## config.mk

```make
export PLATFORM = sky130hd
export DESIGN_NAME = round_controller
export DESIGN_NICKNAME = d
export VERILOG_FILES = /design/src/rtl/game_pkg.sv /design/src/rtl/round_controller_sec_timer.sv /design/src/rtl/round_controller.sv
export SDC_FILE = /design/constraint.sdc
export NUM_CORES = 1
export LEC_CHECK = 0
export ABC_AREA = 1
export CORE_MARGIN = 2
export CORE_UTILIZATION = 30
export CTS_CLUSTER_DIAMETER = 50
export CTS_CLUSTER_SIZE = 12
export DETAILED_ROUTE_END_ITERATION = 10
export PLACE_DENSITY = 0.51
export SYNTH_ARGS = -nofsm -noshare
export SYNTH_HDL_FRONTEND = slang
export SYNTH_SLANG_ARGS = --single-unit
```

## constraint.sdc

```tcl
create_clock -name clock -period 4.6 [get_ports clock]
set_input_delay 0.92 -clock clock [delete_from_list [all_inputs] [get_ports clock]]
set_output_delay 0.92 -clock clock [all_outputs]
set_load 0.02 [all_outputs]
```

## src/rtl/game_pkg.sv

```systemverilog
// Shared state encoding, widths and a saturating-increment helper for the Morse spy round controller.
package game_pkg;

  localparam int ROUND_W = 3;
  localparam int SCORE_W = 4;
  localparam int SEC_W   = 6;

  // SHOW and GAME_OVER share code 7; the game_over flag tells them apart.
  typedef enum logic [2:0] {
    ST_IDLE     = 3'd0,
    ST_P1_ENTER = 3'd1,
    ST_P2_CLEAR = 3'd2,
    ST_P2_ENTER = 3'd3,
    ST_P2_CHECK = 3'd4,
    ST_WIN      = 3'd5,
    ST_LOSE     = 3'd6,
    ST_SHOW     = 3'd7
  } state_e;

  function automatic logic [SCORE_W-1:0] sat_inc(input logic [SCORE_W-1:0] v);
    logic [SCORE_W-1:0] r;
    if (v == {SCORE_W{1'b1}}) begin
      r = v;
    end else begin
      r = v + SCORE_W'(1);
    end
    return r;
  endfunction

endpackage

```

## src/rtl/round_controller_sec_timer.sv

```systemverilog
// Per-attempt countdown: a prescaler dividing the clock into seconds and a
// seconds-remaining down-counter that stops at zero.
module sec_timer
  import game_pkg::*;
#(
  parameter int TICKS_PER_SEC = 50_000_000,
  parameter int GUESS_TIME    = 30
) (
  input  logic             clock,
  input  logic             reset,
  input  logic             clr,
  input  logic             load,
  input  logic             run,
  output logic [SEC_W-1:0] sec_left,
  output logic             expire
);

  localparam int PW = (TICKS_PER_SEC > 2) ? $clog2(TICKS_PER_SEC) : 1;
  localparam logic [PW-1:0]    PS_LAST = PW'(TICKS_PER_SEC - 1);
  localparam logic [PW-1:0]    PS_ONE  = PW'(1);
  localparam logic [SEC_W-1:0] SEC_ONE = SEC_W'(1);
  localparam logic [SEC_W-1:0] SEC_INI = SEC_W'(GUESS_TIME);

  logic [PW-1:0]    presc_q, presc_d;
  logic [SEC_W-1:0] sec_q, sec_d;
  logic             wrap_s;

  assign wrap_s   = run && (presc_q == PS_LAST);
  assign expire   = wrap_s && (sec_q == SEC_ONE);
  assign sec_left = sec_q;

  // Prescaler and seconds counter state
  always_ff @(posedge clock) begin
    if (reset) begin
      presc_q <= '0;
      sec_q   <= '0;
    end else begin
      presc_q <= presc_d;
      sec_q   <= sec_d;
    end
  end

  // Clear beats load beats run; the seconds count never goes below zero
  always_comb begin
    presc_d = presc_q;
    sec_d   = sec_q;
    if (clr) begin
      presc_d = '0;
      sec_d   = '0;
    end else if (load) begin
      presc_d = '0;
      sec_d   = SEC_INI;
    end else if (run) begin
      if (wrap_s) begin
        presc_d = '0;
        if (sec_q != '0) begin
          sec_d = sec_q - SEC_ONE;
        end else begin
          sec_d = sec_q;
        end
      end else begin
        presc_d = presc_q + PS_ONE;
      end
    end else begin
      presc_d = presc_q;
    end
  end

endmodule

```

## src/rtl/round_controller.sv

```systemverilog
// Game sequencer for the Morse spy game: player-1 code entry, timed player-2
// guesses, scoring and round/game bookkeeping.
module round_controller
  import game_pkg::*;
#(
  parameter int TICKS_PER_SEC = 50_000_000,
  parameter int GUESS_TIME    = 30,
  parameter int MAX_ATTEMPTS  = 3,
  parameter int ROUNDS        = 5
) (
  input  logic               clock,
  input  logic               reset,
  input  logic               start,
  input  logic               p1_done,
  input  logic               p2_done,
  input  logic               p2_match,
  output logic               p1_en,
  output logic               p2_en,
  output logic               p2_clear,
  output logic [ROUND_W-1:0] round_idx,
  output logic [SCORE_W-1:0] p1_score,
  output logic [SCORE_W-1:0] p2_score,
  output logic [1:0]         attempts_left,
  output logic [SEC_W-1:0]   sec_left,
  output logic               timeout,
  output logic               round_won,
  output logic               game_over,
  output logic [2:0]         state
);

  localparam logic [1:0]         ATT_MAX    = 2'(MAX_ATTEMPTS);
  localparam logic [ROUND_W-1:0] ROUND_LAST = ROUND_W'(ROUNDS - 1);

  state_e             state_q, state_d;
  logic [ROUND_W-1:0] round_q, round_d;
  logic [SCORE_W-1:0] p1s_q, p1s_d, p2s_q, p2s_d;
  logic [1:0]         att_q, att_d;
  logic               timeout_q, timeout_d;
  logic               won_q, won_d;
  logic               go_q, go_d;
  logic               tmr_clr_s, tmr_load_s, tmr_run_s, expire_s;

  sec_timer #(
    .TICKS_PER_SEC(TICKS_PER_SEC),
    .GUESS_TIME   (GUESS_TIME)
  ) u_timer (
    .clock   (clock),
    .reset   (reset),
    .clr     (tmr_clr_s),
    .load    (tmr_load_s),
    .run     (tmr_run_s),
    .sec_left(sec_left),
    .expire  (expire_s)
  );

  assign p1_en         = (state_q == ST_P1_ENTER);
  assign p2_en         = (state_q == ST_P2_ENTER);
  assign p2_clear      = (state_q == ST_P2_CLEAR);
  assign round_idx     = round_q;
  assign p1_score      = p1s_q;
  assign p2_score      = p2s_q;
  assign attempts_left = att_q;
  assign timeout       = timeout_q;
  assign round_won     = won_q;
  assign game_over     = go_q;
  assign state         = state_q;

  // FSM and game counters
  always_ff @(posedge clock) begin
    if (reset) begin
      state_q   <= ST_IDLE;
      round_q   <= '0;
      p1s_q     <= '0;
      p2s_q     <= '0;
      att_q     <= '0;
      timeout_q <= 1'b0;
      won_q     <= 1'b0;
      go_q      <= 1'b0;
    end else begin
      state_q   <= state_d;
      round_q   <= round_d;
      p1s_q     <= p1s_d;
      p2s_q     <= p2s_d;
      att_q     <= att_d;
      timeout_q <= timeout_d;
      won_q     <= won_d;
      go_q      <= go_d;
    end
  end

  // Next-state and counter updates
  always_comb begin
    state_d    = state_q;
    round_d    = round_q;
    p1s_d      = p1s_q;
    p2s_d      = p2s_q;
    att_d      = att_q;
    timeout_d  = timeout_q;
    won_d      = won_q;
    go_d       = go_q;
    tmr_clr_s  = 1'b0;
    tmr_load_s = 1'b0;
    tmr_run_s  = 1'b0;
    case (state_q)
      ST_IDLE: begin
        if (start) begin
          round_d = '0;
          p1s_d   = '0;
          p2s_d   = '0;
          state_d = ST_P1_ENTER;
        end else begin
          state_d = ST_IDLE;
        end
      end
      ST_P1_ENTER: begin
        if (p1_done) begin
          att_d   = ATT_MAX;
          state_d = ST_P2_CLEAR;
        end else begin
          state_d = ST_P1_ENTER;
        end
      end
      ST_P2_CLEAR: begin
        tmr_load_s = 1'b1;
        state_d    = ST_P2_ENTER;
      end
      ST_P2_ENTER: begin
        tmr_run_s = 1'b1;
        // A submitted guess takes priority over a countdown expiring in the same cycle.
        if (p2_done) begin
          state_d = ST_P2_CHECK;
        end else if (expire_s) begin
          timeout_d = 1'b1;
          state_d   = ST_LOSE;
        end else begin
          state_d = ST_P2_ENTER;
        end
      end
      ST_P2_CHECK: begin
        if (p2_match) begin
          state_d = ST_WIN;
        end else if (att_q == 2'd1) begin
          state_d = ST_LOSE;
        end else begin
          att_d   = att_q - 2'd1;
          state_d = ST_P2_CLEAR;
        end
      end
      ST_WIN: begin
        p2s_d   = sat_inc(p2s_q);
        won_d   = 1'b1;
        state_d = ST_SHOW;
      end
      ST_LOSE: begin
        p1s_d   = sat_inc(p1s_q);
        won_d   = 1'b0;
        state_d = ST_SHOW;
      end
      ST_SHOW: begin
        if (!start) begin
          state_d = ST_SHOW;
        end else if (go_q) begin
          round_d   = '0;
          p1s_d     = '0;
          p2s_d     = '0;
          att_d     = '0;
          timeout_d = 1'b0;
          won_d     = 1'b0;
          go_d      = 1'b0;
          tmr_clr_s = 1'b1;
          state_d   = ST_IDLE;
        end else if (round_q == ROUND_LAST) begin
          go_d    = 1'b1;
          state_d = ST_SHOW;
        end else begin
          round_d   = round_q + ROUND_W'(1);
          timeout_d = 1'b0;
          won_d     = 1'b0;
          state_d   = ST_P1_ENTER;
        end
      end
      default: begin
        state_d = ST_IDLE;
      end
    endcase
  end

endmodule

```

# ---- Word level (Yosys, flattened, before mapping)
# Cells that the tools add are included.
dict set report totals {
  reg_bits 51
  latchBits 0
  ram_bits 0
  romBits 0
  in_bits 6
  output_inout_bits 28
  elab_cells 113
  mem_count 0
}
dict set report classes {
  add_sub_neg 6
  n_mul 0
  n_div 0
  n_lt_le_gt_ge 0
  n_eq_ne 24
  n_shift 0
  mux 47
  n_bitwise 0
  reduce_logical 25
}
# op n
set op_table {}
lappend op_table {{3-bit two-way mux} 11}
lappend op_table {{26-bit by 1-bit adder with 26-bit output (second input constant)} 1}
lappend op_table {{26-bit equality test (second input constant)} 1}
lappend op_table {{26-bit two-way mux} 1}
lappend op_table {{4-bit one-hot mux with 3 select lines} 2}
lappend op_table {{3-bit one-hot mux with 7 select lines} 1}
lappend op_table {{4-bit two-way mux} 5}
lappend op_table {{5-bit two-way mux} 4}
lappend op_table {{2-bit != test (second input constant)} 9}
lappend op_table {{3-bit equality test (second input constant)} 5}
lappend op_table {{5-bit AND reduction} 3}
lappend op_table {{1-bit two-way mux} 13}
lappend op_table {{2-bit two-way mux} 6}
lappend op_table {{3-bit nonzero test} 4}
lappend op_table {{2-bit nonzero test} 5}
lappend op_table {{3-bit AND reduction} 3}
lappend op_table {{4-bit by 1-bit adder with 4-bit output (second input constant)} 2}
lappend op_table {{4-bit equality test (second input constant)} 2}
lappend op_table {{3-bit by 2-bit equality test with 1-bit output (second input constant)} 2}
lappend op_table {{6-bit by 1-bit equality test with 1-bit output (second input constant)} 1}
lappend op_table {{2-bit one-hot mux with 3 select lines} 1}
lappend op_table {{3-bit one-hot mux with 2 select lines} 1}
lappend op_table {{6-bit AND reduction} 1}
lappend op_table {{6-bit nonzero test} 1}
lappend op_table {{15 further kinds} 17}

# ---- Longest topological paths before layout
dict set report logic_depth {
  depth_word 7
  mapped_depth 12
}

# ---- Modules after synthesis
# Synthesis repeated with hierarchy kept, for this count alone.
dict set report unflattened {
  hier_cells 477
  hier_area_um2 3215.6
}
# module instances cells_per_inst area_per_inst_um2
set modules_own_cells {}
lappend modules_own_cells {sec_timer 1 286 1940.6}
lappend modules_own_cells {round_controller 1 191 1275.0}

# ---- Least setup slack after synthesis
# OpenSTA, ideal clock, no wires.
dict set report synth_path {
  path_type {register to output}
  from {reg state_q[0], in the netlist state[0]}
  to {out p2_en}
  t_arrival_ns 1.186
  required_time_ns 3.680
  setup_slack_ns 2.494
  stages_incl_launch_ff 5
  path_cell_list {dfxtp_1 -> nand2_2 -> nor2_4 -> buf_6 -> buf_2}
}
dict set report synth_via {
  elab_chain_len 1
}
# element line_no
set synth_rtl {}
lappend synth_rtl {{start: declaration} round_controller.sv:34} ;# state_e state_q, state_d;
lappend synth_rtl {{start signal: assignment} round_controller.sv:80} ;# state_q <= state_d;
lappend synth_rtl {{3-bit by 2-bit equality test with 1-bit output} round_controller.sv:57} ;# assign p2_en = (state_q == ST_P2_ENTER);
lappend synth_rtl {{end: declaration} round_controller.sv:18} ;# output logic p2_en,
# Every way passes these cells.

# ---- Worst setup path after layout
# Ends and elaborated chain as after synthesis.

==> flow_summary.ini <==
[cts]
cts_made_buffers = 5
cts_max_level = 2
postCtsHoldBufs = 0
cts-root-buf = clkbuf_8
postCtsSetupRepairBufs = 0
cts_resized = 0
clkSlewWorstSetupHoldPaths_ps = 110
cts_tree = built
clockBufferDepth = 2
cts.sinks = 51
worst_skew_pair.late_latency_ps = 310

[worst_setup_path]
cp_slowest_stage_delay_ps = 710
worstPathRequired_ps = 3680
startpoint_type = register
cp_max_fo = 20
cpMaxStageDelayCell = clkdlybuf4s50_1
worstPathCellList = nand2_2 -> nor2_4 -> clkdlybuf4s50_1
critPathCaptureType = output port
crit_type = register to output port
critical_path_arrival_ps = 2120

[power_and_ir_drop]
vdd_drop_max_uv = 128
powerDensity_nw_per_um2 = 266
power.leakage_nw = 1.49

[run_status]
status = finished, final reports clean

[floorplanning]
core_area_um2 = 9770
chipWidth_um = 104
initial_utilization_pct = 31.0
die-area_um2 = 10900
boundaryPins = 34
num_rows = 36
die_h_um = 104

[synthesis]
synth_seq_cells = 51
synth_area_um2 = 3030
synth_nets = 492
synth_fa_ha_area_share_pct = 3.31
synth_top_family_by_area = simple AND/OR/NAND/NOR gates
synth_compound_area_share_pct = 7.90
synth_xor_area_share_pct = 1.45
ys_seq_area_share_pct = 33.7
yosys_warnings = 0
synthCells = 478
synth_mux_area_share_pct = 0
yosys.area_share.simple_pct = 43.9
avgSynthCellArea_um2 = 6.33
synth_cell_type_count = 32

[sta]
worstMarginPinSlew_ps = 557
worst_slack_ps = 1560
slew_violations = 0
setup_viol = 0
relSlewSlack_pct = 62.8
rsz0062_at_grt = no
skew_ps = 11.6
holdWs_ps = 492
hold_viol_final = 0
period_share_pct = 66.1
fmax_mhz = 329
period_minus_slack_ps = 3040
fin_setup_tns_ps = 0

[layout]
layout_common_cells = nand2_1 (110), nor2_1 (88), inv_1 (64), dfxtp_1 (51), nand3_1 (50)
nFillCells = 1069
fin_util_pct = 36.5
layout-drive-gt1-share_pct = 6.82
diodes = 0
fin_nets = 526
final_common_cell = nand2_1
syn_to_final_growth_pct = 18.0

[route]
antenna_left = 0
num_vias = 2969
wirelength_um = 7660
firstDrtPassIters = 4
wl_per_cell_um = 11.9
drtIter0Drc = 116
viasPerCell = 4.60
drc_errors = 0

[place]
gp_congestion = 0.849
post-dp-hpwl_um = 5900
dp_slack_ps = 1820
numPortBuffers = 33

[grt]
grtUsageTotal_pct = 14.6
antenna_found_initial = 0
grt_pass1_vias = 2788
grt_max_degree = 21
grt-ovfl-total = 0
grt_first_pass_wirelength_um = 13100

[job]
maxCapViolCount = 0

[hold_path]
hold_path.class = register to register
[critical path, delay by kind of cell (launching register included)]
kind	cells	cell delay (ps)
simple gates	2	610
flops	1	480
buf+inv	1	710
[synth_stat cells]
library cell  count  share of area, %
nand2_1         110                14
nor2_1           88                11
inv_1            64               7.9
dfxtp_1          51                34
nand3_1          50               8.3
a21oi_1          21               3.5
o21ai_0          14               2.3
nor3_1           12               2.0
nand4_1          11               2.3
ha_1              8               3.3
nand2_2           6               1.2
nor2_2            6               1.2
nor2_4            4               1.5
o21ai_1           4              0.66
xor2_1            4               1.2
inv_2             3              0.37
or2_2             3              0.62
a31oi_1           2              0.41
buf_2             2              0.33
buf_6             2              0.74
o21bai_1          2              0.50
and3_1            1              0.21
buf_4             1              0.25
clkbuf_1          1              0.12
nand2_4           1              0.37
nand3_2           1              0.33
nand3b_1          1              0.25
nand4_4           1              0.70
nor3_2            1              0.33
o21a_1            1              0.25
o21ai_2           1              0.29
xnor2_1           1              0.29
[worst paths after layout]
| kind | startpoint | endpoint | slack [ps] | cells past startpoint |
|---|---|---|---|---|
| worst max register to register | state[0] | u_timer.presc_q[15] | 2490 | 9 |
| worst min register to register | attempts_left[1] | attempts_left[1] | 490 | 2 |
| worst max-delay path | state[0] | p2_en | 1560 | 3 |
| worst min-delay path | attempts_left[1] | attempts_left[1] | 490 | 2 |
[state kept, by name (all words and copies together) (netlist names), 2 cells and up]
name	count
u_timer.sec_left	6
state	3
u_timer.presc_q	26
p1_score	4
p2_score	4
attempts_left	2
round_idx	3
[power breakdown]
part	internal, mW	switching [mW]
combinational	0.0742	0.120
sequential	0.457	0.0192
clock	0.110	0.170
total	0.641	0.309
[area by class of cell]
cell class / instances / area, um^2 / share of cell area (%)
Timing Repair Buffer: 33 / 330 / 9.25
Tap cell: 133 / 166 / 4.66
Inverter: 67 / 251 / 7.04
Clock inverter: 3 / 23.8 / 0.665
Sequential cell: 51 / 1020 / 28.6
Clock buffer: 5 / 68.8 / 1.93
Multi-Input combinational cell: 354 / 1710 / 47.9
[stage by stage]
stage,area [um^2],total power [mW],cells
global route,3570,1.01,646
finish,3570,0.950,646
CTS,3570,0.961,646
global placement,3480,0.682,638
floorplan,3030,0.615,478
detailed placement,3480,0.681,638
[cell families after synthesis]
family,Yosys count
and+or+nand+nor,296
buffers and inverters,73
DFF,51
AOI/OAI and AO/OA,45
adders and majority gates,8
xor gates and xnor gates,5
[layer usage]
metal	wire length, um	share of wire, %	track usage (%)	vias up
li1	-	-	-	1587
met1	3780	49	19.4	1336
met5	0	0	0	-
met3	315	4.1	3.26	4
met4	47	0.61	2.90	0
met2	3520	46	24.2	42
Note: power is estimated with default switching activity, not from simulation.
